**src/rtl/spi_storage_pkg.sv**
```systemverilog
// spi_storage_pkg: opcodes, FSM states and status-register layout for the SPI storage responder
package spi_storage_pkg;

   localparam logic [7:0] OP_READ    = 8'h03;
   localparam logic [7:0] OP_PROGRAM = 8'h02;
   localparam logic [7:0] OP_RDSR    = 8'h05;
   localparam logic [7:0] OP_WREN    = 8'h06;
   localparam logic [7:0] OP_WRDI    = 8'h04;

   localparam int SR_WEL = 1;

   typedef enum logic [2:0] {
      ST_IDLE,
      ST_CMD,
      ST_ADDR,
      ST_READ_DATA,
      ST_WRITE_DATA,
      ST_STATUS,
      ST_IGNORE
   } spi_resp_state_e;

   function automatic logic [7:0] status_byte(input logic wel);
      logic [7:0] s;
      s = 8'h00;
      s[SR_WEL] = wel;
      return s;
   endfunction

endpackage

```
**src/rtl/spi_storage_responder_pin_sync.sv**
```systemverilog
// spi_pin_sync: synchronizes the SPI pins into clk and produces registered edge strobes
module spi_pin_sync #(
   parameter int SYNC_STAGES = 2
) (
   input  logic clk,
   input  logic rst,
   input  logic sck_i,
   input  logic cs_n_i,
   input  logic mosi_i,
   output logic sck_rise_o,
   output logic sck_fall_o,
   output logic cs_n_s_o,
   output logic cs_fall_o,
   output logic cs_rise_o,
   output logic mosi_s_o
);

   logic [SYNC_STAGES-1:0] sck_q, cs_q, mosi_q;
   logic sck_prev_q, cs_prev_q;
   logic sck_rise_q, sck_fall_q, cs_fall_q, cs_rise_q, cs_n_s_q, mosi_s_q;

   // Shift pins through the synchronizer; strobes compare the last stage with its previous value
   always_ff @(posedge clk or negedge rst) begin
      if (!rst) begin
         sck_q      <= '0;
         cs_q       <= '1;
         mosi_q     <= '0;
         sck_prev_q <= 1'b0;
         cs_prev_q  <= 1'b1;
         sck_rise_q <= 1'b0;
         sck_fall_q <= 1'b0;
         cs_fall_q  <= 1'b0;
         cs_rise_q  <= 1'b0;
         cs_n_s_q   <= 1'b1;
         mosi_s_q   <= 1'b0;
      end else begin
         sck_q      <= SYNC_STAGES'({sck_q, sck_i});
         cs_q       <= SYNC_STAGES'({cs_q, cs_n_i});
         mosi_q     <= SYNC_STAGES'({mosi_q, mosi_i});
         sck_prev_q <= sck_q[SYNC_STAGES-1];
         cs_prev_q  <= cs_q[SYNC_STAGES-1];
         sck_rise_q <= sck_q[SYNC_STAGES-1] & ~sck_prev_q;
         sck_fall_q <= ~sck_q[SYNC_STAGES-1] & sck_prev_q;
         cs_fall_q  <= ~cs_q[SYNC_STAGES-1] & cs_prev_q;
         cs_rise_q  <= cs_q[SYNC_STAGES-1] & ~cs_prev_q;
         cs_n_s_q   <= cs_q[SYNC_STAGES-1];
         mosi_s_q   <= mosi_q[SYNC_STAGES-1];
      end
   end

   assign sck_rise_o = sck_rise_q;
   assign sck_fall_o = sck_fall_q;
   assign cs_fall_o  = cs_fall_q;
   assign cs_rise_o  = cs_rise_q;
   assign cs_n_s_o   = cs_n_s_q;
   assign mosi_s_o   = mosi_s_q;

endmodule

```
**src/rtl/spi_storage_responder.sv**
```systemverilog
// spi_storage_responder: SPI mode-0 flash-like target serving READ/PROGRAM/RDSR/WREN/WRDI over a byte memory port
module spi_storage_responder
   import spi_storage_pkg::*;
#(
   parameter int ADDR_W      = 16,
   parameter int SYNC_STAGES = 2
) (
   input  logic              clk,
   input  logic              rst,
   input  logic              spi_cs_n,
   input  logic              spi_sck,
   input  logic              spi_mosi,
   output logic              spi_miso,
   output logic [ADDR_W-1:0] mem_addr,
   output logic              mem_re,
   input  logic [7:0]        mem_rdata,
   output logic              mem_we,
   output logic [7:0]        mem_wdata,
   output logic              cmd_error
);

   logic sck_rise, sck_fall, cs_n_s, cs_fall, cs_rise, mosi_s;

   spi_pin_sync #(.SYNC_STAGES(SYNC_STAGES)) u_sync (
      .clk        (clk),
      .rst        (rst),
      .sck_i      (spi_sck),
      .cs_n_i     (spi_cs_n),
      .mosi_i     (spi_mosi),
      .sck_rise_o (sck_rise),
      .sck_fall_o (sck_fall),
      .cs_n_s_o   (cs_n_s),
      .cs_fall_o  (cs_fall),
      .cs_rise_o  (cs_rise),
      .mosi_s_o   (mosi_s)
   );

   spi_resp_state_e   state_q, state_d;
   logic [4:0]        cnt_q, cnt_d;
   logic [6:0]        rx_q, rx_d;
   logic [7:0]        tx_q, tx_d;
   logic [7:0]        op_q, op_d;
   logic [ADDR_W-1:0] addr_q, addr_d;
   logic [7:0]        wdata_q, wdata_d;
   logic              wel_q, wel_d;
   logic              miso_q, miso_d;
   logic              re_q, re_d;
   logic              we_q, we_d;
   logic              load_q, load_d;
   logic              err_q, err_d;
   logic [7:0]        byte_in;

   // State and datapath registers
   always_ff @(posedge clk or negedge rst) begin
      if (!rst) begin
         state_q <= ST_IDLE;
         cnt_q   <= '0;
         rx_q    <= '0;
         tx_q    <= '0;
         op_q    <= '0;
         addr_q  <= '0;
         wdata_q <= '0;
         wel_q   <= 1'b0;
         miso_q  <= 1'b0;
         re_q    <= 1'b0;
         we_q    <= 1'b0;
         load_q  <= 1'b0;
         err_q   <= 1'b0;
      end else begin
         state_q <= state_d;
         cnt_q   <= cnt_d;
         rx_q    <= rx_d;
         tx_q    <= tx_d;
         op_q    <= op_d;
         addr_q  <= addr_d;
         wdata_q <= wdata_d;
         wel_q   <= wel_d;
         miso_q  <= miso_d;
         re_q    <= re_d;
         we_q    <= we_d;
         load_q  <= load_d;
         err_q   <= err_d;
      end
   end

   // Transaction FSM: bit counting, opcode decode, memory strobes and MISO shifting
   always_comb begin
      state_d = state_q;
      cnt_d   = cnt_q;
      rx_d    = rx_q;
      tx_d    = tx_q;
      op_d    = op_q;
      addr_d  = addr_q;
      wdata_d = wdata_q;
      wel_d   = wel_q;
      miso_d  = miso_q;
      re_d    = 1'b0;
      we_d    = 1'b0;
      err_d   = 1'b0;
      load_d  = re_q;
      byte_in = {rx_q, mosi_s};
      if (load_q) tx_d = mem_rdata;
      if (we_q) addr_d = addr_q + ADDR_W'(1);
      if (cs_rise) begin
         state_d = ST_IDLE;
         cnt_d   = '0;
         miso_d  = 1'b0;
         op_d    = '0;
         if (op_q == OP_PROGRAM) wel_d = 1'b0;
      end else if (cs_fall && state_q == ST_IDLE) begin
         state_d = ST_CMD;
         cnt_d   = '0;
         miso_d  = 1'b0;
      end else if (!cs_n_s) begin
         if (sck_fall && (state_q == ST_READ_DATA || state_q == ST_STATUS)) begin
            miso_d = tx_q[7];
            tx_d   = {tx_q[6:0], 1'b0};
         end
         if (sck_rise) begin
            rx_d  = byte_in[6:0];
            cnt_d = cnt_q + 5'd1;
            case (state_q)
               ST_CMD: if (cnt_q == 5'd7) begin
                  cnt_d = '0;
                  op_d  = byte_in;
                  case (byte_in)
                     OP_READ, OP_PROGRAM: state_d = ST_ADDR;
                     OP_RDSR: begin
                        state_d = ST_STATUS;
                        tx_d    = status_byte(wel_q);
                     end
                     OP_WREN: begin
                        wel_d   = 1'b1;
                        state_d = ST_IGNORE;
                     end
                     OP_WRDI: begin
                        wel_d   = 1'b0;
                        state_d = ST_IGNORE;
                     end
                     default: begin
                        err_d   = 1'b1;
                        state_d = ST_IGNORE;
                     end
                  endcase
               end
               ST_ADDR: begin
                  addr_d = ADDR_W'({addr_q, mosi_s});
                  if (cnt_q == 5'd23) begin
                     cnt_d   = '0;
                     re_d    = op_q == OP_READ;
                     state_d = (op_q == OP_READ) ? ST_READ_DATA : ST_WRITE_DATA;
                  end
               end
               ST_READ_DATA: if (cnt_q == 5'd7) begin
                  cnt_d  = '0;
                  addr_d = addr_q + ADDR_W'(1);
                  re_d   = 1'b1;
               end
               ST_WRITE_DATA: if (cnt_q == 5'd7) begin
                  cnt_d   = '0;
                  we_d    = wel_q;
                  wdata_d = wel_q ? byte_in : wdata_q;
               end
               ST_STATUS: if (cnt_q == 5'd7) begin
                  cnt_d = '0;
                  tx_d  = status_byte(wel_q);
               end
               default: cnt_d = '0;
            endcase
         end
      end
   end

   assign spi_miso  = miso_q;
   assign mem_addr  = addr_q;
   assign mem_re    = re_q;
   assign mem_we    = we_q;
   assign mem_wdata = wdata_q;
   assign cmd_error = err_q;

endmodule

```
**config.mk**
```make
export PLATFORM = sky130hd
export DESIGN_NAME = spi_storage_responder
export DESIGN_NICKNAME = d
export VERILOG_FILES = /design/src/rtl/spi_storage_pkg.sv /design/src/rtl/spi_storage_responder_pin_sync.sv /design/src/rtl/spi_storage_responder.sv
export SDC_FILE = /design/constraint.sdc
export NUM_CORES = 1
export LEC_CHECK = 0
export BUFFER_PORTS_ARGS = -buffer_cell sky130_fd_sc_hd__buf_2
export CAP_MARGIN = 5
export CORE_MARGIN = 2
export CORE_UTILIZATION = 50
export CTS_CLUSTER_DIAMETER = 40
export DETAILED_ROUTE_END_ITERATION = 12
export GPL_TIMING_DRIVEN = 0
export PLACE_DENSITY = 0.77
export SETUP_SLACK_MARGIN = 0.02
export SYNTH_ARGS = -nofsm -noshare
export SYNTH_HDL_FRONTEND = slang
export SYNTH_SLANG_ARGS = --single-unit
```
**constraint.sdc**
```tcl
create_clock -name clk -period 3.2 [get_ports clk]
set_clock_uncertainty 0.15 [all_clocks]
set_input_delay 0.32 -clock clk [delete_from_list [all_inputs] [get_ports clk]]
set_output_delay 0.32 -clock clk [all_outputs]
set_load 0.01 [all_outputs]
```
## Word-level counts from Yosys, hierarchy flattened

Index checks and enable logic that the tools add are counted.
W data, S select, Z words.

| storage, ports and cells | value |
|---|---|
| register bits | 74 |
| bits of input ports | 13 |
| output and inout port bits | 28 |

| operators by class | value |
|---|---|
| add/subtract/negate cells | 2 |
| eq/ne operators | 20 |
| mux-type cells | 71 |
| bitwise gates (word level) | 10 |
| reductions and logical operators | 21 |

Operator list:

| kind | number |
|---|---|
| $mux W8 | 15 |
| $mux W16 | 6 |
| $eq A8 B2 Y1 const B | 4 |
| $pmux W16 S2 | 1 |
| $mux W1 | 30 |
| $mux W5 | 6 |
| $eq A8 B3 Y1 const B | 3 |
| $mux W3 | 7 |
| $add A16 B1 Y16 const B | 1 |
| $pmux W8 S2 | 1 |
| $reduce_and A7 Y1 | 2 |
| $pmux W3 S2 | 2 |
| $pmux W5 S2 | 1 |
| $reduce_and A5 Y1 | 2 |
| $reduce_bool A3 Y1 | 3 |
| $ne A4 B3 Y1 const B | 2 |
| $eq A3 B2 Y1 const B | 2 |
| $eq A3 B3 Y1 const B | 2 |
| $not A1 Y1 | 6 |
| $reduce_bool A2 Y1 | 3 |
| $add A5 B1 Y5 const B | 1 |
| $eq A5 B3 Y1 const B | 1 |
| $eq A5 B5 Y1 const B | 1 |
| $reduce_or A5 Y1 | 1 |
| 14 further kinds | 21 |

## Logic depth before layout (Yosys ltp)

Gate-level depths: netlist of run 1.

| depth | value |
|---|---|
| depth in word-level cells | 11 |
| depth in mapped cells | 8 |
| gate-level depth less buffers | 6 |

## Hierarchy

A second synthesis of run 1 with hierarchy kept.

| second synthesis, totals | value |
|---|---|
| cell total of the unflattened synthesis | 383 |
| area total of the unflattened synthesis | 3,942.5 sq um |

By module, submodules not included:

| module | times used | cells each | area each (sq um) | seq. area each (sq um) |
|---|---|---|---|---|
| spi_storage_responder | 1 | 366 | 3,578.4 | 1,526.5 |
| spi_pin_sync | 1 | 17 | 364.1 | 329.1 |

## Worst setup path before layout of run 1

OpenSTA, ideal clock, no wires.

| timing path | value |
|---|---|
| path type | register to register |
| from | reg u_sync.cs_rise_q, in the netlist u_sync.cs_rise_o |
| to | reg wdata_q[0], in the netlist mem_wdata[0] |
| library setup time | 0.125 ns |
| arrival time | 1.957 ns |
| path slack | 0.968 ns |
| cell stages (with the launch flop) | 7 |
| buffers on the path | 1 |
| cells stage by stage | dfrtp_1 or3b_4 nor2_4 nand3b_1 or4_1 buf_6 mux2_4 |

| between the ends | value |
|---|---|
| longest elaborated chain between the ends | 2 |

RTL lines:

| what | line | RTL |
|---|---|---|
| from (decl) | spi_storage_responder_pin_sync.sv:20 | `logic sck_rise_q, sck_fall_q, cs_fall_q, cs_rise_q, cs_n_s_q, mosi_s_q;` |
| from (signal assigned) | spi_storage_responder_pin_sync.sv:45 | `cs_rise_q <= cs_q[SYNC_STAGES-1] & ~cs_prev_q;` |
| $not A1 Y1 (no line) | -- |  |
| $reduce_and A7 Y1 (no line) | -- |  |
| to (signal assigned) | spi_storage_responder.sv:76 | `wdata_q <= wdata_d;` |
| to (decl) | spi_storage_responder.sv:44 | `logic [7:0] wdata_q, wdata_d;` |

Every way passes these cells.
A chain may end at the register's enable or synchronous reset.

## Final worst setup path of run 1

| timing path | value |
|---|---|
| from | reg cnt_q[1] |
| to | reg addr_q[10], in the netlist mem_addr[10] |

| between the ends | value |
|---|---|
| longest elaborated chain between the ends | 7 |

RTL lines:

| what | line | RTL |
|---|---|---|
| from (decl) | spi_storage_responder.sv:39 | `logic [4:0] cnt_q, cnt_d;` |
| from (signal assigned) | spi_storage_responder.sv:71 | `cnt_q <= cnt_d;` |
| $eq A5 B3 Y1 | spi_storage_responder.sv:154 | `ST_READ_DATA: if (cnt_q == 5'd7) begin` |
| $mux W16 | spi_storage_responder.sv:154 |  |
| $pmux W16 S2 | spi_storage_responder.sv:122 | `case (state_q)` |
| $mux W16 | spi_storage_responder.sv:119 | `if (sck_rise) begin` |
| $mux W16 | spi_storage_responder.sv:114 | `end else if (!cs_n_s) begin` |
| $mux W16 | spi_storage_responder.sv:110 | `end else if (cs_fall && state_q == ST_IDLE) begin` |
| $mux W16 | spi_storage_responder.sv:104 | `if (cs_rise) begin` |
| via addr_d[10] | spi_storage_responder.sv:43 | `logic [ADDR_W-1:0] addr_q, addr_d;` |
| to (signal assigned) | spi_storage_responder.sv:75 | `addr_q <= addr_d;` |
| to (decl) | spi_storage_responder.sv:43 |  |

The timed path passes the listed nets, and every way through them passes these cells.

==> results of run 1 <==
area by class of cell:
type                            instances  area (µm²)
Fill cell                             623        2910
Sequential cell                        74        1860
Multi-Input combinational cell        270        1800
Timing Repair Buffer                   45         270
Clock buffer                           10         138
Tap cell                               99         124
Buffer                                 24         104
Clock inverter                          6        72.6
Inverter                                5        18.8
worst paths after layout:
| check | cells past startpoint | slack [ps] | to |
|---|---|---|---|
| setup / recovery | 6 | 650 | mem_addr[10] |
| hold / removal | 3 | 170 | tx_q[3] |
| setup reg to reg | 6 | 650 | mem_addr[10] |
| hold reg to reg | 0 | 210 | u_sync.cs_q[1] |
| max in group asynchronous | 3 | 2180 | u_sync.cs_prev_q |
| min in group asynchronous | 3 | 360 | tx_q[3] |
flip-flops by register name, indices dropped and copies added, names as in the netlist, 2 cells and up:
register and cells:
u_sync.sck_q 2, cnt_q 5, rx_q 7, op_q 8, tx_q 8, mem_addr 16, u_sync.mosi_q 2, u_sync.cs_q 2
mem_wdata 8, state_q 3
Yosys cell counts (all sizes together), types with 3 or more instances:
master  instances  area (µm²)
nor3           10        55.1
o21ai          20         100
nor3b           5        42.5
dfstp           3        78.8
nor2b          10        62.6
dfrtp          71        1780
mux2i          16         160
nor2           29         116
mux2           10         143
and3            3        18.8
o221ai          3        26.3
a21oi          14        70.1
nand2b          3        18.8
xnor2           8        70.1
nand4b          4        35.0
clkbuf         16        60.1
o22ai           7        43.8
nand3          15        75.1
a211oi          8        65.1
inv             5        18.8
nand2          36         135
nand4           8        50.1
nor4            4        31.3
and4            4        35.0
xor2            8        70.1
buf             8        43.8
or4             5        37.5
a22oi           8        60.1
o211ai          3        22.5
cells by family after synthesis:
group,Yosys count,share of synthesized area
buf+inv,29,0.0324
simple gates,148,0.217
compound gates,78,0.135
flops,74,0.491
xor+xnor,16,0.0371
mux,26,0.0801
fa+ha+maj,2,0.00662
routing by layer:
| metal | track usage | vias up | wire, µm |
|---|---|---|---|
| li1 | - | 1486 | - |
| met1 | 0.296 | 1501 | 4020 |
| met2 | 0.322 | 97 | 3910 |
| met3 | 0.0382 | 15 | 386 |
| met4 | 0.116 | 0 | 189 |
| met5 | 0 | - | 0 |
power by group through the flow:
stage / Combinational (mW) / Sequential (mW) / Clock (mW)
floorplan: 0.311 / 1.10 / 0
global placement: 0.426 / 1.11 / 0
detailed placement: 0.441 / 1.11 / 0
CTS: 0.449 / 1.09 / 0.775
global route: 0.505 / 1.11 / 0.819
finish: 0.455 / 1.09 / 0.757
metrics by stage:
stage          power, mW  setup slack (ps)  hold WS, ps  utilization  instance area (µm²)
6_report            2.31               646          170        0.601                 4380
5_1_grt             2.43               478          166        0.601                 4380
4_1_cts             2.32               635          155        0.601                 4380
3_5_place_dp        1.55               658          196        0.567                 4130
3_3_place_gp        1.53               722          183        0.563                 4100
2_1_floorplan       1.41               968         -126            -                 3780
cell usage in the layout, fill, tap and decap left out, types with 4 or more instances in the layout:
| master | synthesis | final |
|---|---|---|
| nand4_1 | 8 | 8 |
| nor3_1 | 9 | 9 |
| nor2_1 | 28 | 28 |
| a21oi_1 | 14 | 14 |
| o21ai_0 | 20 | 20 |
| and4_1 | 4 | 4 |
| mux2i_1 | 16 | 16 |
| or4_1 | 5 | 5 |
| nand2_1 | 36 | 36 |
| nor2b_1 | 10 | 10 |
| xor2_1 | 8 | 8 |
| nor3b_1 | 4 | 4 |
| a22oi_1 | 8 | 8 |
| dlygate4sd3_1 | 0 | 4 |
| buf_2 | 5 | 44 |
| clkbuf_1 | 16 | 16 |
| dfrtp_1 | 71 | 71 |
| o22ai_1 | 7 | 7 |
| nand3_1 | 15 | 15 |
| a211oi_1 | 7 | 7 |
| mux2_4 | 8 | 8 |
| clkbuf_8 | 0 | 10 |
| nand4b_1 | 4 | 4 |
| inv_1 | 5 | 5 |
| xnor2_1 | 8 | 8 |
worst register-to-register path: stages (launching register included):
cell	delay (ps)
dfrtp_1	390
ha_1	300
nand4bb_1	290
a211oi_2	710
nor2_1	210
o31ai_1	270
a31oi_1	120
==> results.toml, run 1 <==
[clock_network]
cts.repair.resized = 0
cts_max_level = 3
hold_buffers = 4
clk_latency_ps = 350
clock-sinks = 74
cts_setup_buffers = 0
cts_max_path_buffers = 2
clk_pin_slew_worst_paths_ps = 90
cts_tree = "built"
cts-root-buf = "clkbuf_8"
cts_inserted_buffers = 9

[synth]
ys_types = 59
ys_seq_area_frac = 0.491
ys_ff_latch = 74
synth_edf_count = 0
syn-cell-area_um2 = 3780
synthArstFlopShare = 1.00
ys.flop_type = "dfrtp_1"
netlist_instances = 373
syn_avg_cell_area_um2 = 10.1
syn_nets = 388
yosys_warnings = 0

[sta]
hold_violations = 0
finalCritPeriodShare = 0.798
rsz0062_at_grt = "no"
worst_slew_pin_slew_ps = 980
setup_viol = 0
timing.setup.tns_ps = 0
layout_min_cycle_time_ps = 2550
fmax_ghz = 0.392
slew_headroom = 0.341
drv_slew = 0

[routing]
drt_iter0_markers = 220
routed_wl_mm = 8.50
route.detailed.drc = 0
first_pass_iters = 4
wire_per_inst_um = 16.0
num_vias = 3099
antenna_left = 0
avgViaCountPerCell = 5.81

[worst_setup_path]
cpMaxStageDelayCell = "a211oi_2"
slowest_delay_ps = 710
start_kind = "flip-flop"
critPathArrivalTime_ps = 2620
cp_cell_sequence = "ha_1 -> nand4bb_1 -> a211oi_2 -> nor2_1 -> o31ai_1 -> a31oi_1"
cpLargestDelayFamily = "compound AO/OA/AOI/OAI gates"
criticalPathCategory = "reg2reg"
critPathLaunch = "cnt_q[1]"
path_buf_inv = 0
crit_fanout = 10
crit_path_end_kind = "flip-flop"
r2r_start = "cnt_q[1]"
required_ps = 3270

[placed_design]
place_inst = 513
gp_congestion = 0.868
port_buffers = 40
dp_hpwl_mm = 5.75

[global_route]
first_global_vias = 3029
grt_pass1_wl_mm = 14.4
antenna_found_initial = 0
grt_util_all_layers = 0.214
grt-ovfl-total = 0
grt_max_degree = 75

[die]
initial_core_util = 0.518
rows = 31
die_y_um = 90.9
die_x_um = 90.9
die_area_um2 = 8270
ioPinCount = 41
coreArea_um2 = 7290

[power_and_ir_drop]
internal-power_mw = 1.57
ir_drop_mv = 0.325
combPwrFrac = 0.197
pwr_density_cell_nw_per_um2 = 526
clock_power_share = 0.328
swShare = 0.321
power.leakage_nw = 1.96
netSwitchingPower_uw = 742
sequentialPowerShare = 0.474

[cells_and_area]
drive_gt1_frac = 0.194
finalNonFillerCells = 533
num_antenna_cells = 0
fin_nets = 444
area_delta_synth_final_pct = 16.0

[hold_path]
min_path_type = "in2reg"
worstHoldStart = "mem_rdata[3]"

[job]
drv_cap = 0

[outcome]
status = "finished clean"
Power figures use the tool's default switching activity.
==> run 2: changes to the inputs <==
==> constraint.sdc (replaced) <==
create_clock -name clk -period 2.7 [get_ports clk]
set_clock_uncertainty 0.15 [all_clocks]
set_input_delay 0.27 -clock clk [delete_from_list [all_inputs] [get_ports clk]]
set_output_delay 0.27 -clock clk [all_outputs]
set_load 0.01 [all_outputs]
==> results.toml, run 2 (synthesis gave the netlist of run 1 again) <==
[die]
initial_core_util = 0.518
die_area_um2 = 8270
coreArea_um2 = 7290
die_x_um = 90.9
rows = 31
ioPinCount = 41
die_y_um = 90.9

[placed_design]
dp_hpwl_mm = 5.75
pre_cts_ws_ps = 158
placed_area_um2 = 4130
gp_congestion = 0.868
port_buffers = 40

[cells_and_area]
fin_util = 0.603
fin_area_um2 = 4400
drive_gt1_frac = 0.200
area_delta_synth_final_pct = 16.4
final_common_cell = "dfrtp_1"
num_antenna_cells = 0
fin_nets = 444
largest_reg_flops = 16
layout_common_cells = "dfrtp_1 (71), buf_2 (44), nand2_1 (36)"

[power_and_ir_drop]
power.leakage_nw = 1.97
swShare = 0.323
internal-power_mw = 1.86
ir_drop_mv = 0.388
sequentialPowerShare = 0.473
pwr_density_cell_nw_per_um2 = 624
netSwitchingPower_uw = 887
clock_power_share = 0.328
combPwrFrac = 0.199

[clock_network]
cts_setup_buffers = 0
cts_tree = "built"
cts_max_level = 3
clock-sinks = 74
cts_max_path_buffers = 2
clk_pin_slew_worst_paths_ps = 90
cts_inserted_buffers = 9
clk_latency_ps = 350
cts-root-buf = "clkbuf_8"

[routing]
wire_per_inst_um = 15.9
route.detailed.drc = 0
drt_iter0_markers = 263
antenna_left = 0
num_vias = 3119
avgViaCountPerCell = 5.85
first_pass_iters = 7
routed_wl_mm = 8.50

[global_route]
first_global_vias = 3029
grt-ovfl-total = 0
grt_pass1_wl_mm = 14.4
antenna_found_initial = 0
grt_util_all_layers = 0.214
grt_max_degree = 75

[outcome]
status = "finished clean"

[sta]
timing.setup.tns_ps = 0
layout_min_cycle_time_ps = 2500
drv_slew = 0
hold_violations = 0
finalCritPeriodShare = 0.925
fmax_ghz = 0.400
setup_viol = 0
rsz0062_at_grt = "no"
slew_headroom = 0.357
setup_slack_ps = 201
worst_slew_pin_slew_ps = 957

[job]
drv_cap = 0

[worst_setup_path]
crit_path_end_kind = "flip-flop"
critPathArrivalTime_ps = 2590
start_kind = "flip-flop"
crit_fanout = 9
required_ps = 2800
criticalPathCategory = "reg2reg"

[hold_path]
min_path_type = "in2reg"
## run 2: cell type report
class	instances	area [µm²]
buffer	24	106
clock buffer	10	138
clock inverter	6	72.6
fill	624	2890
inverter	5	18.8
multi-input combinational	270	1810
sequential	74	1860
tap	99	124
timing repair buffer	45	270
## run 2: repair_timing
action / 4_1_cts / 5_1_grt
setup endpoints to repair: 0 / 5
hold buffers: 4 / 0
endpoints found under the hold margin: 74 / 0
resized for setup: 0 / 5
## run 2: final timing paths
kind | from | endpoint | slack [ps] | cells after the start
setup / recovery | u_sync.cs_rise_o | mem_wdata[7] | 200 | 6
hold / removal | mem_rdata[0] | tx_q[0] | 110 | 3
setup reg to reg | u_sync.cs_rise_o | mem_wdata[7] | 200 | 6
hold reg to reg | u_sync.cs_q[0] | u_sync.cs_q[1] | 210 | 0
max in group asynchronous | rst | u_sync.cs_prev_q | 1740 | 3
min in group asynchronous | rst | tx_q[3] | 310 | 3
## run 2: power by group through the flow
stage,sequential [mW],combinational [mW],clock [mW]
floorplan,1.30,0.369,0
global placement,1.31,0.505,0
detailed placement,1.32,0.523,0
CTS,1.30,0.532,0.918
global route,1.31,0.606,0.971
finish,1.30,0.546,0.899
## run 2: metal layers
metal,track usage,share of wire
met4,0.116,0.021
met5,0,0
met1,0.296,0.46
met3,0.0382,0.057
met2,0.322,0.46
## run 2: critical path, cell delays in order, from the launching register on
cell      delay, ps
dfrtp_1         470
or3b_4          450
nor2_4          270
nand3b_1        150
or4_1           440
buf_6           180
mux2_4          300
## run 2: metrics by stage
stage	hold slack (ps)	std cells	power, mW
after detailed placement	164	513	1.84
after global routing	116	533	2.89
after global placement	183	512	1.82
after floorplan	-176	373	1.67
final	112	533	2.74
after CTS	105	533	2.75
==> run 3: changes to the inputs <==
--- a/config.mk
+++ b/config.mk
@@ -8,12 +8,14 @@
 export BUFFER_PORTS_ARGS = -buffer_cell sky130_fd_sc_hd__buf_2
 export CAP_MARGIN = 5
 export CORE_MARGIN = 2
-export CORE_UTILIZATION = 50
+export CORE_UTILIZATION = 58
 export CTS_CLUSTER_DIAMETER = 40
 export DETAILED_ROUTE_END_ITERATION = 12
 export GPL_TIMING_DRIVEN = 0
-export PLACE_DENSITY = 0.77
+export PLACE_DENSITY = 0.86
 export SETUP_SLACK_MARGIN = 0.02
+export SLEW_MARGIN = 10
 export SYNTH_ARGS = -nofsm -noshare
 export SYNTH_HDL_FRONTEND = slang
 export SYNTH_SLANG_ARGS = --single-unit
+export TNS_END_PERCENT = 30
==> results.toml, run 3 (synthesis gave the netlist of run 1 again) <==
[outcome]
status = "finished clean"

[cells_and_area]
drive_gt1_frac = 0.196
fin_nets = 444
largest_reg_flops = 16
final_common_cell = "dfrtp_1"
area_delta_synth_final_pct = 14.6
layout_common_cells = "dfrtp_1 (71), buf_2 (44), nand2_1 (36)"
fin_area_um2 = 4330
num_antenna_cells = 0
nFillCells = 490

[global_route]
antenna_found_initial = 0
first_global_vias = 3009
grt_util_all_layers = 0.251
grt_max_degree = 54
grt-ovfl-total = 0
grt_pass1_wl_mm = 14.4

[clock_network]
clock-sinks = 74
clk_latency_ps = 360
clk_pin_slew_worst_paths_ps = 80
cts_max_level = 3
cts_inserted_buffers = 9
cts_setup_buffers = 0
cts_max_path_buffers = 2
cts-root-buf = "clkbuf_8"
cts_tree = "built"

[worst_setup_path]
criticalPathCategory = "reg2reg"
path_buf_inv = 1
required_ps = 2790
worst-r2r-setup-slack_ps = 210
crit_fanout = 9
cp_cell_sequence = "or3b_4 -> nor2_4 -> nand3b_1 -> or4_1 -> buf_6 -> mux2_4"
cpLargestDelayFamily = "simple AND/OR/NAND/NOR gates"
crit_path_end_kind = "flip-flop"
cpMaxStageDelayCell = "dfrtp_1"
critPathArrivalTime_ps = 2580
start_kind = "flip-flop"
slowest_delay_ps = 460

[routing]
drt_iter0_markers = 334
routed-wl-met2_mm = 4.04
route.detailed.drc = 0
avgViaCountPerCell = 6.19
routed_wl_mm = 8.51
wire_per_inst_um = 16.7
first_pass_iters = 5
wl_met1_mm = 3.79
dr_wl_met3_um = 537
highest_layer = "met4"
antenna_left = 0
num_vias = 3163

[die]
die_y_um = 84.7
coreArea_um2 = 6310
ioPinCount = 41
rows = 29
die_x_um = 84.7
initial_core_util = 0.599
die_area_um2 = 7180

[sta]
rsz0062_at_grt = "no"
timing.hold.ws_ps = 103
slew_headroom = 0.363
drv_slew = 0
fmax_ghz = 0.402
timing.setup.tns_ps = 0
hold_violations = 0
layout_min_cycle_time_ps = 2490
setup_viol = 0
finalCritPeriodShare = 0.921
worst_slew_pin_slew_ps = 948

[power_and_ir_drop]
power.leakage_nw = 1.95
pwr_density_cell_nw_per_um2 = 602
ir_drop_mv = 0.399

[placed_design]
placed_area_um2 = 4110
dp_hpwl_mm = 5.71
port_buffers = 40
gp_congestion = 0.905

[hold_path]
min_path_type = "in2reg"

[job]
drv_cap = 0
## run 3: changes by cell type in the layout (fill, tap and decap cells not counted)
cell / change
bufinv_16: -1
clkbuf_1: +1
nor3_1: +1
nor3b_2: +1
clkbuf_2: -1
clkinv_4: +1
inv_6: -2
clkbuf_8: -1
nor3_2: -1
clkinv_2: +2
buf_1: +1
nor3b_1: -1
## run 3: final timing paths
path                             startpoint         endpoint  cells after the start
max reg2reg                u_sync.cs_rise_o     mem_wdata[4]                      6
max in group asynchronous               rst   u_sync.cs_q[1]                      3
min in group asynchronous               rst          tx_q[5]                      2
min reg2reg                 u_sync.sck_q[0]  u_sync.sck_q[1]                      0
min                            mem_rdata[7]          tx_q[7]                      3
max                        u_sync.cs_rise_o     mem_wdata[4]                      6
## run 3: routing by layer
| layer | GRT usage | vias to the layer above |
|---|---|---|
| met3 | 0.0560 | 19 |
| met2 | 0.384 | 135 |
| met5 | 0 | - |
| met4 | 0.102 | 0 |
| met1 | 0.349 | 1527 |
| li1 | - | 1482 |
## run 3: area by class of cell
type                            count  area, µm²  area share
Tap cell                           77       96.3      0.0222
Buffer                             24        105      0.0243
Inverter                            5       18.8     0.00433
Timing Repair Buffer               45        270      0.0624
Clock inverter                      6       43.8      0.0101
Multi-Input combinational cell    270       1810       0.419
Clock buffer                       10        128      0.0295
Sequential cell                    74       1860       0.428
## run 3: timing repair
action	4_1_cts	5_1_grt
resized for setup	0	4
endpoints found under the hold margin	43	0
setup endpoints to repair	0	6
hold buffers	4	0
## run 3: where the power goes
part           total (mW)  internal, mW  switching, mW
clock               0.769         0.335          0.434
sequential           1.30          1.19          0.105
combinational       0.542         0.202          0.339
## run 3: stage by stage
stage | util | total power, mW | worst slack, ps | instances
after floorplan | - | 1.67 | 468 | 373
after global placement | 0.646 | 1.81 | 256 | 490
after detailed placement | 0.650 | 1.84 | 206 | 491
after CTS | 0.684 | 2.60 | 184 | 511
after global routing | 0.686 | 2.75 | 42.3 | 511
final | 0.686 | 2.61 | 214 | 511
## run 3: worst min-delay path: cells and delay by family
family                 cells  cell delay [ps]
buffers and inverters      1              100
muxes                      1              120
AOI/OAI and AO/OA          1               90
